**src/rtl/mem_access_sync_pkg.sv**
```systemverilog
// Shared types and constants for the memory handshake synchroniser.
// State encodings, channel indices and the small write-detect helper.
package mem_access_sync_pkg;

    typedef enum logic {
        S_IDLE = 1'b0,
        S_WAIT = 1'b1
    } state_t;

    localparam int CH_IM  = 0;
    localparam int CH_DM  = 1;
    localparam int PERF_W = 32;

    function automatic logic is_write(input logic [3:0] mask);
        return |mask;
    endfunction

endpackage

```
**src/rtl/mem_ch_tracker.sv**
```systemverilog
// One channel of the memory handshake synchroniser: need/done/latch logic.
// Optional per-channel blocker counter under MEM_SYNC_PERF_CNT_EN.
module mem_ch_tracker
    import mem_access_sync_pkg::*;
(
    input  logic              clk,
    input  logic              rst,
    input  logic              req_rd,
    input  logic [3:0]        req_wmask,
    input  logic              valid,
    input  logic              all_done,
    input  logic              abort,
    input  logic              err_clr,
    output logic              done,
    output logic              mem_r,
    output logic [3:0]        mem_w,
    output logic [PERF_W-1:0] perf_cnt
);

    logic need;
    logic lat;

    assign need  = req_rd | is_write(req_wmask);
    assign done  = ~need | valid | lat;
    assign mem_r = req_rd & ~lat;
    assign mem_w = lat ? 4'b0000 : req_wmask;

    // A completion only sticks while its channel actually has a request.
    always_ff @(posedge clk or posedge rst) begin
        if (rst) begin
            lat <= 1'b0;
        end else if (abort || all_done) begin
            lat <= 1'b0;
        end else begin
            lat <= lat | (valid & need);
        end
    end

`ifdef MEM_SYNC_PERF_CNT_EN
    always_ff @(posedge clk or posedge rst) begin
        if (rst) begin
            perf_cnt <= '0;
        end else if (err_clr) begin
            perf_cnt <= '0;
        end else if (~all_done && need && ~done) begin
            perf_cnt <= perf_cnt + 1'b1;
        end
    end
`else
    logic unused_perf;
    assign unused_perf = err_clr;
    assign perf_cnt    = '0;
`endif

endmodule

```
**src/rtl/mem_access_sync.sv**
```systemverilog
// N-channel memory handshake synchroniser: holds stall_ma until every active
// channel completes. Perf counters are built only with MEM_SYNC_PERF_CNT_EN.
module mem_access_sync
    import mem_access_sync_pkg::*;
#(
    parameter int NUM_CH    = 2,
    parameter int TO_W      = 8,
    parameter int TO_CYCLES = 200
) (
    input  logic                   clk,
    input  logic                   rst,
    input  logic [NUM_CH-1:0]      req_rd,
    input  logic [4*NUM_CH-1:0]    req_wmask,
    input  logic [NUM_CH-1:0]      valid,
    input  logic                   abort,
    input  logic                   err_clr,
    output logic [NUM_CH-1:0]      mem_r,
    output logic [4*NUM_CH-1:0]    mem_w,
    output logic                   stall_ma,
    output logic [NUM_CH-1:0]      done_vec,
    output logic                   busy,
    output logic                   timeout_err,
    output logic [32*NUM_CH-1:0]   perf_stall_cnt
);

    localparam logic            TO_EN   = (TO_CYCLES != 0);
    localparam logic [TO_W-1:0] TO_LAST = TO_W'((TO_CYCLES == 0) ? 0 : TO_CYCLES - 1);

    state_t          state;
    logic [TO_W-1:0] to_cnt;
    logic            all_done;
    logic            to_hit;

    assign all_done = &done_vec;
    assign stall_ma = ~all_done;
    assign busy     = (state == S_WAIT);
    assign to_hit   = TO_EN && (state == S_WAIT) && !all_done && (to_cnt == TO_LAST);

    for (genvar i = 0; i < NUM_CH; i++) begin : g_ch
        mem_ch_tracker u_trk (
            .clk       (clk),
            .rst       (rst),
            .req_rd    (req_rd[i]),
            .req_wmask (req_wmask[4*i +: 4]),
            .valid     (valid[i]),
            .all_done  (all_done),
            .abort     (abort),
            .err_clr   (err_clr),
            .done      (done_vec[i]),
            .mem_r     (mem_r[i]),
            .mem_w     (mem_w[4*i +: 4]),
            .perf_cnt  (perf_stall_cnt[32*i +: 32])
        );
    end

    // Timeout is report-only; the FSM keeps waiting after it fires.
    always_ff @(posedge clk or posedge rst) begin
        if (rst) begin
            state       <= S_IDLE;
            to_cnt      <= '0;
            timeout_err <= 1'b0;
        end else begin
            if (to_hit) begin
                timeout_err <= 1'b1;
            end else if (err_clr) begin
                timeout_err <= 1'b0;
            end
            if (abort) begin
                state  <= S_IDLE;
                to_cnt <= '0;
            end else begin
                case (state)
                    S_IDLE: begin
                        to_cnt <= '0;
                        if (!all_done) state <= S_WAIT;
                    end
                    S_WAIT: begin
                        if (all_done) begin
                            state  <= S_IDLE;
                            to_cnt <= '0;
                        end else if (to_cnt != '1) begin
                            to_cnt <= to_cnt + 1'b1;
                        end
                    end
                    default: state <= S_IDLE;
                endcase
            end
        end
    end

endmodule

```
**config.mk**
```make
export PLATFORM = sky130hd
export DESIGN_NAME = mem_access_sync
export DESIGN_NICKNAME = d
export VERILOG_FILES = /design/src/rtl/mem_access_sync_pkg.sv /design/src/rtl/mem_ch_tracker.sv /design/src/rtl/mem_access_sync.sv
export SDC_FILE = /design/constraint.sdc
export NUM_CORES = 1
export LEC_CHECK = 0
export ABC_AREA = 1
export BUFFER_PORTS_ARGS = -buffer_cell sky130_fd_sc_hd__buf_4
export CAP_MARGIN = 20
export CORE_MARGIN = 1.5
export CORE_UTILIZATION = 33
export DETAILED_ROUTE_END_ITERATION = 8
export PLACE_DENSITY = 0.69
export SLEW_MARGIN = 20
export SYNTH_ARGS = -nofsm -noshare
export SYNTH_HDL_FRONTEND = slang
export SYNTH_SLANG_ARGS = --single-unit
export TNS_END_PERCENT = 30
```
**constraint.sdc**
```tcl
create_clock -name clk -period 1.7 [get_ports clk]
set_input_delay 0.34 -clock clk [delete_from_list [all_inputs] [get_ports clk]]
set_output_delay 0.34 -clock clk [all_outputs]
set_load 0.05 [all_outputs]
```
==> impl_metrics.ini, run 1 <==
[run_status]
status = completed

[routing]
detailedRoute.firstIterationViolations = 11
ant_nets = 0
routed_wl_um = 2290
first_pass_iters = 4
viasPerCell = 3.74
vias = 984
wl_per_cell_um = 8.69
drc = 0

[synthesis]
synth_top_family_by_area = buffers and inverters
synth_common_cells = 68 x buf_4, 22 x inv_1, 21 x nand2_1, 21 x nor2_1, 12 x dfrtp_1
ys_seq_area_share_pct = 22.8
syn_inst = 188
synth.top_cell.area_share_pct = 38.7
netlist.top_cell.by_area = buf_4
avgSynthCellArea_um2 = 7.01
yosysWarnings = 0
synth.area.top_cells = buf_4 39%, dfrtp_1 23%, inv_1 6.3%, nand2_1 6.0%, nor2_1 6.0%
synth.most_common_cell = buf_4
synth-async-reset-ratio_pct = 100
synthAdderAreaFrac_pct = 0.950
synth_compound_area_share_pct = 3.61
synthXorXnorAreaFrac_pct = 0
syn_area_mm2 = 0.00132
ys_seq_elements = 12
synthDistinctLibCells = 23
synth_edf_count = 0
synth_ff_type = dfrtp_1
synth.area.mux_share_pct = 0
synthSimpleGateAreaFrac_pct = 25.3

[clock_network]
holdBufCountCts = 0
numCtsBuffers = 3
insertion_delay_ns = 0.24
numClockSinks = 12
cts_tree = built
h-tree-depth = 1
cts.repair.resized = 0
clkTransAtPathRegs_ns = 0.05
root_buffer = clkbuf_8
cts_setup_buffers = 0
clock_path_buffers = 2

[cells_and_area]
antennaDiodeCount = 0
finalNonFillerCells = 263
multiInputGateArea_um2 = 633
layout-drive-gt1-share_pct = 21.4
nFillCells = 411
seq_area_um2 = 300
area_delta_synth_final_pct = 3.32
fin_nets = 234

[setup_path]
cpPeakStageDelay_ns = 0.45
crit_family = flip-flops
crit_type = reg2out
worst-path-max-fanout = 7
crit_path_top_delay_cell = dfrtp_1
critPathArrivalTime_ns = 1.23
crit_path_start = g_ch[0].u_trk.lat
worst_setup_path_start_kind = register
cp.required_ns = 1.36
critPathBufInv = 1
endpoint_kind = output port
r2r_start = to_cnt[0]
cp_cell_sequence = nor2_1, nand2_1, nand2_2, buf_4

[global_route]
grt_overflow = 0
grt_pass1_wl_um = 3710
grt_max_degree = 13
antenna_found_initial = 0
grt_pass1_vias = 850
grt_usage_pct = 11.2

[power_and_ir_drop]
ir_worst_vdd_v = 0.000299
leakage_nw = 0.810
p_total_w = 0.00111
power_density_mw_per_mm2 = 813

[sta]
finalCriticalPeriod_ns = 1.57
timing.final.crit_share_pct = 92.6
clock.fmax_mhz = 635
rsz0062_at_grt = false
hold_viol_final = 0
fin_skew_ns = 0.00662
setup_viol = 0
maxSlewViolCount = 0
fin_tns_setup_ns = 0

[floorplanning]
dieArea_mm2 = 0.00438
io_pins = 95
die_x_um = 66.2
fp-row-count = 22
die_h_um = 66.2
core_area_mm2 = 0.00374
initial_core_util_pct = 35.2

[placement]
place_inst = 260
place.gp.congestion = 0.843
io_buffer_count = 30
dp_hpwl_um = 1870

[hold_path]
hold_class = in2async

[job]
cap_violations = 0
==> power by group <==
part | switching (W) | internal [W] | total [W]
clock | 0.000105 | 0.000156 | 0.000261
sequential | 0.0000153 | 0.000293 | 0.000308
combinational | 0.000463 | 0.0000747 | 0.000538
==> cells by family (layout without fill, tap and decap cells) <==
family / count (synthesis) / in the layout
AND/OR/NAND/NOR: 70 / 70
flip-flops: 12 / 12
buffers and inverters: 95 / 59
other: 1 / 64
adder cells (fa/ha/maj): 1 / 1
AO/OA/AOI/OAI: 9 / 9
==> state kept, by name (all words and copies together), names as in the netlist <==
| register | cells |
|---|---|
| to_cnt | 8 |
| g_ch.u_trk.lat | 2 |
| busy | 1 |
| timeout_err | 1 |
==> worst reg2reg max path, cell delays in order (launching register included) <==
cell and delay (ns):
dfrtp_1 0.41, ha_1 0.25, nand2_1 0.10, nor2_2 0.13, inv_2 0.06, nor3_2 0.12
nand4_2 0.15, o21ai_1 0.12
==> cell usage in the layout, fill, tap and decap left out, drive strengths merged <==
master,n
nor2,25
clkbuf,3
o21ai,6
nor3,2
conb,64
dfrtp,12
ha,1
nand3b,1
nand4,9
inv,24
nand2,25
a21oi,2
clkinv,1
o21bai,1
buf,31
nand3,8
==> through the flow <==
stage / hold WS [ns] / setup slack [ns] / utilization [%] / cell area (µm²)
global route: 0.174 / 0.0462 / 36.4 / 1360
detailed placement: 0.400 / 0.298 / 35.3 / 1320
floorplan: 0.205 / 0.260 / - / 1550
finish: 0.114 / 0.126 / 36.4 / 1360
CTS: 0.139 / 0.106 / 36.4 / 1360
global placement: 0.390 / 0.300 / 35.3 / 1320
==> layout make-up <==
class / count / share of cell area, %
Clock buffer: 3 / 3.03
Inverter: 25 / 6.89
Multi-Input combinational cell: 144 / 46.5
Sequential cell: 12 / 22.1
Tap cell: 48 / 4.41
Timing Repair Buffer: 31 / 17.1
==> worst paths after layout <==
kind | slack [ns] | end | cells past startpoint
max | 0.13 | stall_ma | 4
min | 0.11 | timeout_err | 2
max reg2reg | 0.29 | to_cnt[3] | 7
min reg2reg | 0.53 | timeout_err | 2
max in group asynchronous | 1.25 | to_cnt[1] | 2
min in group clk | 0.28 | timeout_err | 2
==> routing by layer <==
layer	track usage, %	vias to the layer above	wire length (µm)
met5	0	-	0
met4	1.53	0	7
met3	4.26	3	176
met2	19.4	47	1200
met1	13.3	434	904
li1	-	500	-
Power figures use the tool's default switching activity.
==> run 2: changes to the inputs <==
--- a/config.mk
+++ b/config.mk
@@ -10,6 +10,7 @@
 export CAP_MARGIN = 20
 export CORE_MARGIN = 1.5
 export CORE_UTILIZATION = 33
+export CTS_BUF_LIST = sky130_fd_sc_hd__clkbuf_4
 export DETAILED_ROUTE_END_ITERATION = 8
 export PLACE_DENSITY = 0.69
 export SLEW_MARGIN = 20
==> impl_metrics.ini, run 2 (synthesis results as in run 1) <==
[sta]
fin_tns_setup_ns = 0
finalCriticalPeriod_ns = 1.60
fin_skew_ns = 0.00510
setup_viol = 0
timing.final.crit_share_pct = 93.9
layout_setup_ws_ns = 0.103
hold_viol_final = 0
maxSlewViolCount = 0
rsz0062_at_grt = false
clock.fmax_mhz = 626

[setup_path]
ff2ff_path_depth = 7
endpoint_kind = output port
crit_type = reg2out
crit_path_top_delay_cell = dfrtp_1
critPathArrivalTime_ns = 1.26
cpPeakStageDelay_ns = 0.46
cp_cell_sequence = nor2_2, nand2_2, nand2_2, buf_4
cp.required_ns = 1.36
timing.rr.end = to_cnt[3]
worst_setup_path_start_kind = register
worst-path-max-fanout = 7
cpMostUsedCell = nand2_2
r2r_start = to_cnt[0]
rrSetupSlack_ns = 0.28

[cells_and_area]
fin_util_pct = 35.9
fin_area_mm2 = 0.00134
largest-register = to_cnt
nFillCells = 412
area_delta_synth_final_pct = 1.99
finalNonFillerCells = 263
final_common_cell = conb_1
layout_common_cells = 64 x conb_1, 31 x buf_4, 22 x inv_1, 21 x nor2_1, 21 x nand2_1
antennaDiodeCount = 0
layout-drive-gt1-share_pct = 21.9
reg_top3 = to_cnt: 8 flops, g_ch.u_trk.lat: 2 flops
largest_reg_flops = 8
fin_nets = 234

[power_and_ir_drop]
ir_worst_vdd_v = 0.000254
pwr-share-clk_pct = 17.2
power.internal_w = 0.000449
pwr-share-comb_pct = 52.7
power_density_mw_per_mm2 = 760
switching_power_w = 0.000571
netSwitchingFraction_pct = 56.0
pwr-share-seq_pct = 30.1
leakage_nw = 0.800

[job]
cap_violations = 0

[clock_network]
insertion_delay_ns = 0.27
root_buffer = clkbuf_4
numClockSinks = 12
cts.repair.resized = 0
clock_path_buffers = 2
h-tree-depth = 1
holdBufCountCts = 0
clkTransAtPathRegs_ns = 0.07
cts_tree = built
cts_setup_buffers = 0
numCtsBuffers = 3

[routing]
detailedRoute.firstIterationViolations = 13
drc = 0
ant_nets = 0
viasPerCell = 3.70
first_pass_iters = 3
wl_per_cell_um = 8.51
routed_wl_um = 2240
vias = 974

[placement]
place_area_mm2 = 0.00132
place_ws_ns = 0.298
place.gp.congestion = 0.843
io_buffer_count = 30
place_inst = 260
dp_hpwl_um = 1870

[global_route]
grt_max_degree = 13
grt_overflow = 0
grt_usage_pct = 11.0
grt_pass1_wl_um = 3680
grt_pass1_vias = 852
antenna_found_initial = 0

[floorplanning]
dieArea_mm2 = 0.00438
die_x_um = 66.2
initial_core_util_pct = 35.2
fp-row-count = 22
die_h_um = 66.2
core_area_mm2 = 0.00374
io_pins = 95

[hold_path]
hold_class = in2async

[run_status]
status = completed
==> run 2: cell count changes in the layout (fill, tap and decap cells not counted) <==
| cell | previous run | this run |
|---|---|---|
| clkbuf_4 | 0 | 3 |
| clkbuf_8 | 3 | 0 |
| dfrtp_1 | 12 | 11 |
| dfrtp_2 | 0 | 1 |
==> run 2: layout make-up <==
type                            instances  area (µm²)  share of cell area (%)
Multi-Input combinational cell        144         633                    47.1
Tap cell                               48        60.1                    4.47
Timing Repair Buffer                   31         233                    17.3
Sequential cell                        12         302                    22.4
Inverter                               25        93.8                    6.98
Clock buffer                            3        22.5                    1.68
==> run 2: worst max path at each step <==
stage	start	endpoint
finish	g_ch[1].u_trk.lat	stall_ma
global route	g_ch[0].u_trk.lat	stall_ma
CTS	g_ch[0].u_trk.lat	stall_ma
detailed placement	to_cnt[0]	to_cnt[3]
global placement	to_cnt[0]	to_cnt[3]
floorplan	g_ch[1].u_trk.lat	mem_w[4]
==> run 2: per-stage QoR <==
step	power [W]	hold WS, ns
6_report	0.00102	0.0766
5_1_grt	0.00108	0.123
4_1_cts	0.00103	0.0992
3_5_place_dp	0.000850	0.400
3_3_place_gp	0.000848	0.390
2_1_floorplan	0.000893	0.205
==> run 2: critical path: cells and delay by family (launching register included) <==
kind / cells / cell delay, ns
AND/OR/NAND/NOR: 3 / 0.32
buffers and inverters: 1 / 0.21
flip-flops: 1 / 0.46
==> run 2: routing by layer <==
layer / global-route usage [%] / wire length (µm)
met4: 2.30 / 8
met3: 3.75 / 156
met5: 0 / 0
met2: 19.4 / 1170
met1: 12.9 / 900
==> run 2: power groups by stage <==
| stage | logic (W) | clock network [W] | registers, W |
|---|---|---|---|
| 2_1_floorplan | 0.000580 | 0 | 0.000312 |
| 3_3_place_gp | 0.000535 | 0 | 0.000313 |
| 3_5_place_dp | 0.000537 | 0 | 0.000313 |
| 4_1_cts | 0.000537 | 0.000184 | 0.000307 |
| 5_1_grt | 0.000562 | 0.000206 | 0.000309 |
| 6_report | 0.000538 | 0.000176 | 0.000308 |
==> run 3: changes to the inputs <==
--- a/config.mk
+++ b/config.mk
@@ -5,14 +5,13 @@
 export SDC_FILE = /design/constraint.sdc
 export NUM_CORES = 1
 export LEC_CHECK = 0
-export ABC_AREA = 1
 export BUFFER_PORTS_ARGS = -buffer_cell sky130_fd_sc_hd__buf_4
 export CAP_MARGIN = 20
 export CORE_MARGIN = 1.5
 export CORE_UTILIZATION = 33
 export CTS_BUF_LIST = sky130_fd_sc_hd__clkbuf_4
 export DETAILED_ROUTE_END_ITERATION = 8
-export PLACE_DENSITY = 0.69
+export PLACE_DENSITY = 0.71
 export SLEW_MARGIN = 20
 export SYNTH_ARGS = -nofsm -noshare
 export SYNTH_HDL_FRONTEND = slang
==> impl_metrics.ini, run 3 <==
[sta]
rsz0062_at_grt = true
maxSlewViolCount = 0
finalCriticalPeriod_ns = 1.74
clock.fmax_mhz = 576
fin_skew_ns = 0.00169
layout_setup_ws_ns = -0.0350
timing.final.crit_share_pct = 102
hold_viol_final = 0
fin_tns_setup_ns = -0.0834
setup_viol = 3

[placement]
io_buffer_count = 30
place_inst = 223
place.gp.congestion = 0.782
dp_hpwl_um = 1640

[routing]
routed_wl_um = 2070
wl_per_cell_um = 9.15
viasPerCell = 3.98
ant_nets = 0
drc = 0
first_pass_iters = 4
detailedRoute.firstIterationViolations = 17
vias = 900

[synthesis]
synth_ff_type = dfrtp_1
avgSynthCellArea_um2 = 8.25
synth.top_cell.area_share_pct = 41.5
synth-async-reset-ratio_pct = 100
synth_edf_count = 0
syn_area_mm2 = 0.00123
ys_seq_elements = 12
synth.most_common_cell = buf_4
synthDistinctLibCells = 32
synth_common_cells = 68 x buf_4, 12 x dfrtp_1, 10 x nor2b_1
netlist.top_cell.by_area = buf_4
ys_seq_area_share_pct = 24.4
yosysWarnings = 0
synth.area.top_cells = buf_4 42%, dfrtp_1 24%, nor2b_1 5.1%, a21oi_1 3.3%, inv_1 1.8%
syn_inst = 149

[power_and_ir_drop]
power_density_mw_per_mm2 = 782
leakage_nw = 0.695
ir_worst_vdd_v = 0.000299
p_total_w = 0.00103

[setup_path]
critPathBufInv = 2
rrSetupSlack_ns = 0.21
cp_cell_sequence = buf_4, or4_4, o21ai_4, nand2_2, buf_6
cpPeakStageDelay_ns = 0.54
worst-path-max-fanout = 3
endpoint_kind = output port
crit_family = simple AND/OR/NAND/NOR gates
ff2ff_path_depth = 5
critPathArrivalTime_ns = 1.40
r2r_start = to_cnt[0]
crit_path_top_delay_cell = or4_4
crit_type = in2out
worst_setup_path_start_kind = input pin
timing.rr.end = to_cnt[0]
cp.required_ns = 1.36

[floorplanning]
core_area_mm2 = 0.00344
die_h_um = 64.0
fp-row-count = 21
die_x_um = 64.0
dieArea_mm2 = 0.00410
io_pins = 95
initial_core_util_pct = 35.7

[cells_and_area]
layout_common_cells = 64 x conb_1, 33 x buf_4, 12 x dfrtp_1, 10 x nor2b_1, 8 x a21oi_1
fin_nets = 199
largest-register = to_cnt
area_delta_synth_final_pct = 7.13
fin_util_pct = 38.2
largest_reg_flops = 8
finalNonFillerCells = 226
layout-drive-gt1-share_pct = 24.4
final_common_cell = conb_1
nFillCells = 380
reg_top3 = to_cnt: 8 flops, g_ch.u_trk.lat: 2 flops
antennaDiodeCount = 0

[hold_path]
hold_class = in2async

[clock_network]
cts_tree = built
cts_setup_buffers = 0
clock_path_buffers = 2
insertion_delay_ns = 0.27
cts.repair.resized = 3
numClockSinks = 12
root_buffer = clkbuf_4
clkTransAtPathRegs_ns = 0.07
h-tree-depth = 1
numCtsBuffers = 3
holdBufCountCts = 0

[job]
cap_violations = 0

[global_route]
grt_pass1_vias = 719
grt_pass1_wl_um = 3190
antenna_found_initial = 0
grt_max_degree = 13
grt_usage_pct = 9.80
grt_overflow = 0

[run_status]
status = finished with violations
violations = negative setup slack
-- run 3: worst max path at each step --
| stage | startpoint | endpoint | slack [ns] | cells past startpoint |
|---|---|---|---|---|
| finish | req_wmask[4] | stall_ma | -0.04 | 5 |
| global route | req_wmask[4] | stall_ma | -0.06 | 5 |
| CTS | req_wmask[1] | stall_ma | -0.04 | 5 |
| detailed placement | req_wmask[4] | stall_ma | -0.07 | 5 |
| global placement | req_wmask[1] | stall_ma | -0.07 | 5 |
| floorplan | req_wmask[4] | timeout_err | 0.11 | 4 |
-- run 3: report_power, final --
group | internal [W] | switching [W]
Clock | 0.0000819 | 0.0000860
Sequential | 0.000292 | 0.00000704
Combinational | 0.0000942 | 0.000468
Total | 0.000468 | 0.000561
-- run 3: cell families (layout without fill, tap and decap cells) --
logic type                 Yosys count  after routing  synth area share, %
AOI/OAI and AO/OA                   20             20                 10.5
xor gates and xnor gates             1              1                0.713
adders and majority gates            1              1                 1.02
buffers and inverters               77             45                 45.2
DFF                                 12             12                 24.4
other                                1             64                0.305
and+or+nand+nor                     37             37                 17.8
-- run 3: metal layers --
metal | up-vias | wire (µm) | global-route usage (%)
met5 | - | 0 | 0
met3 | 2 | 227 | 5.11
met4 | 0 | 10 | 1.90
met1 | 417 | 779 | 10.8
li1 | 425 | - | -
met2 | 56 | 1050 | 16.8
-- run 3: layout make-up --
type / count / area [µm²] / share of cell area, %
tap: 46 / 57.6 / 4.37
inverter: 7 / 28.8 / 2.19
timing repair buffer: 35 / 279 / 21.2
multi-input combinational: 123 / 628 / 47.7
clock buffer: 3 / 22.5 / 1.71
sequential: 12 / 300 / 22.8
-- run 3: per-stage QoR --
step,instance area [µm²],worst slack (ns),hold slack [ns]
2_1_floorplan,1470,0.111,0.205
3_3_place_gp,1270,-0.0711,0.380
3_5_place_dp,1270,-0.0723,0.377
4_1_cts,1320,-0.0363,0.0850
5_1_grt,1320,-0.0644,0.109
6_report,1320,-0.0350,0.0830
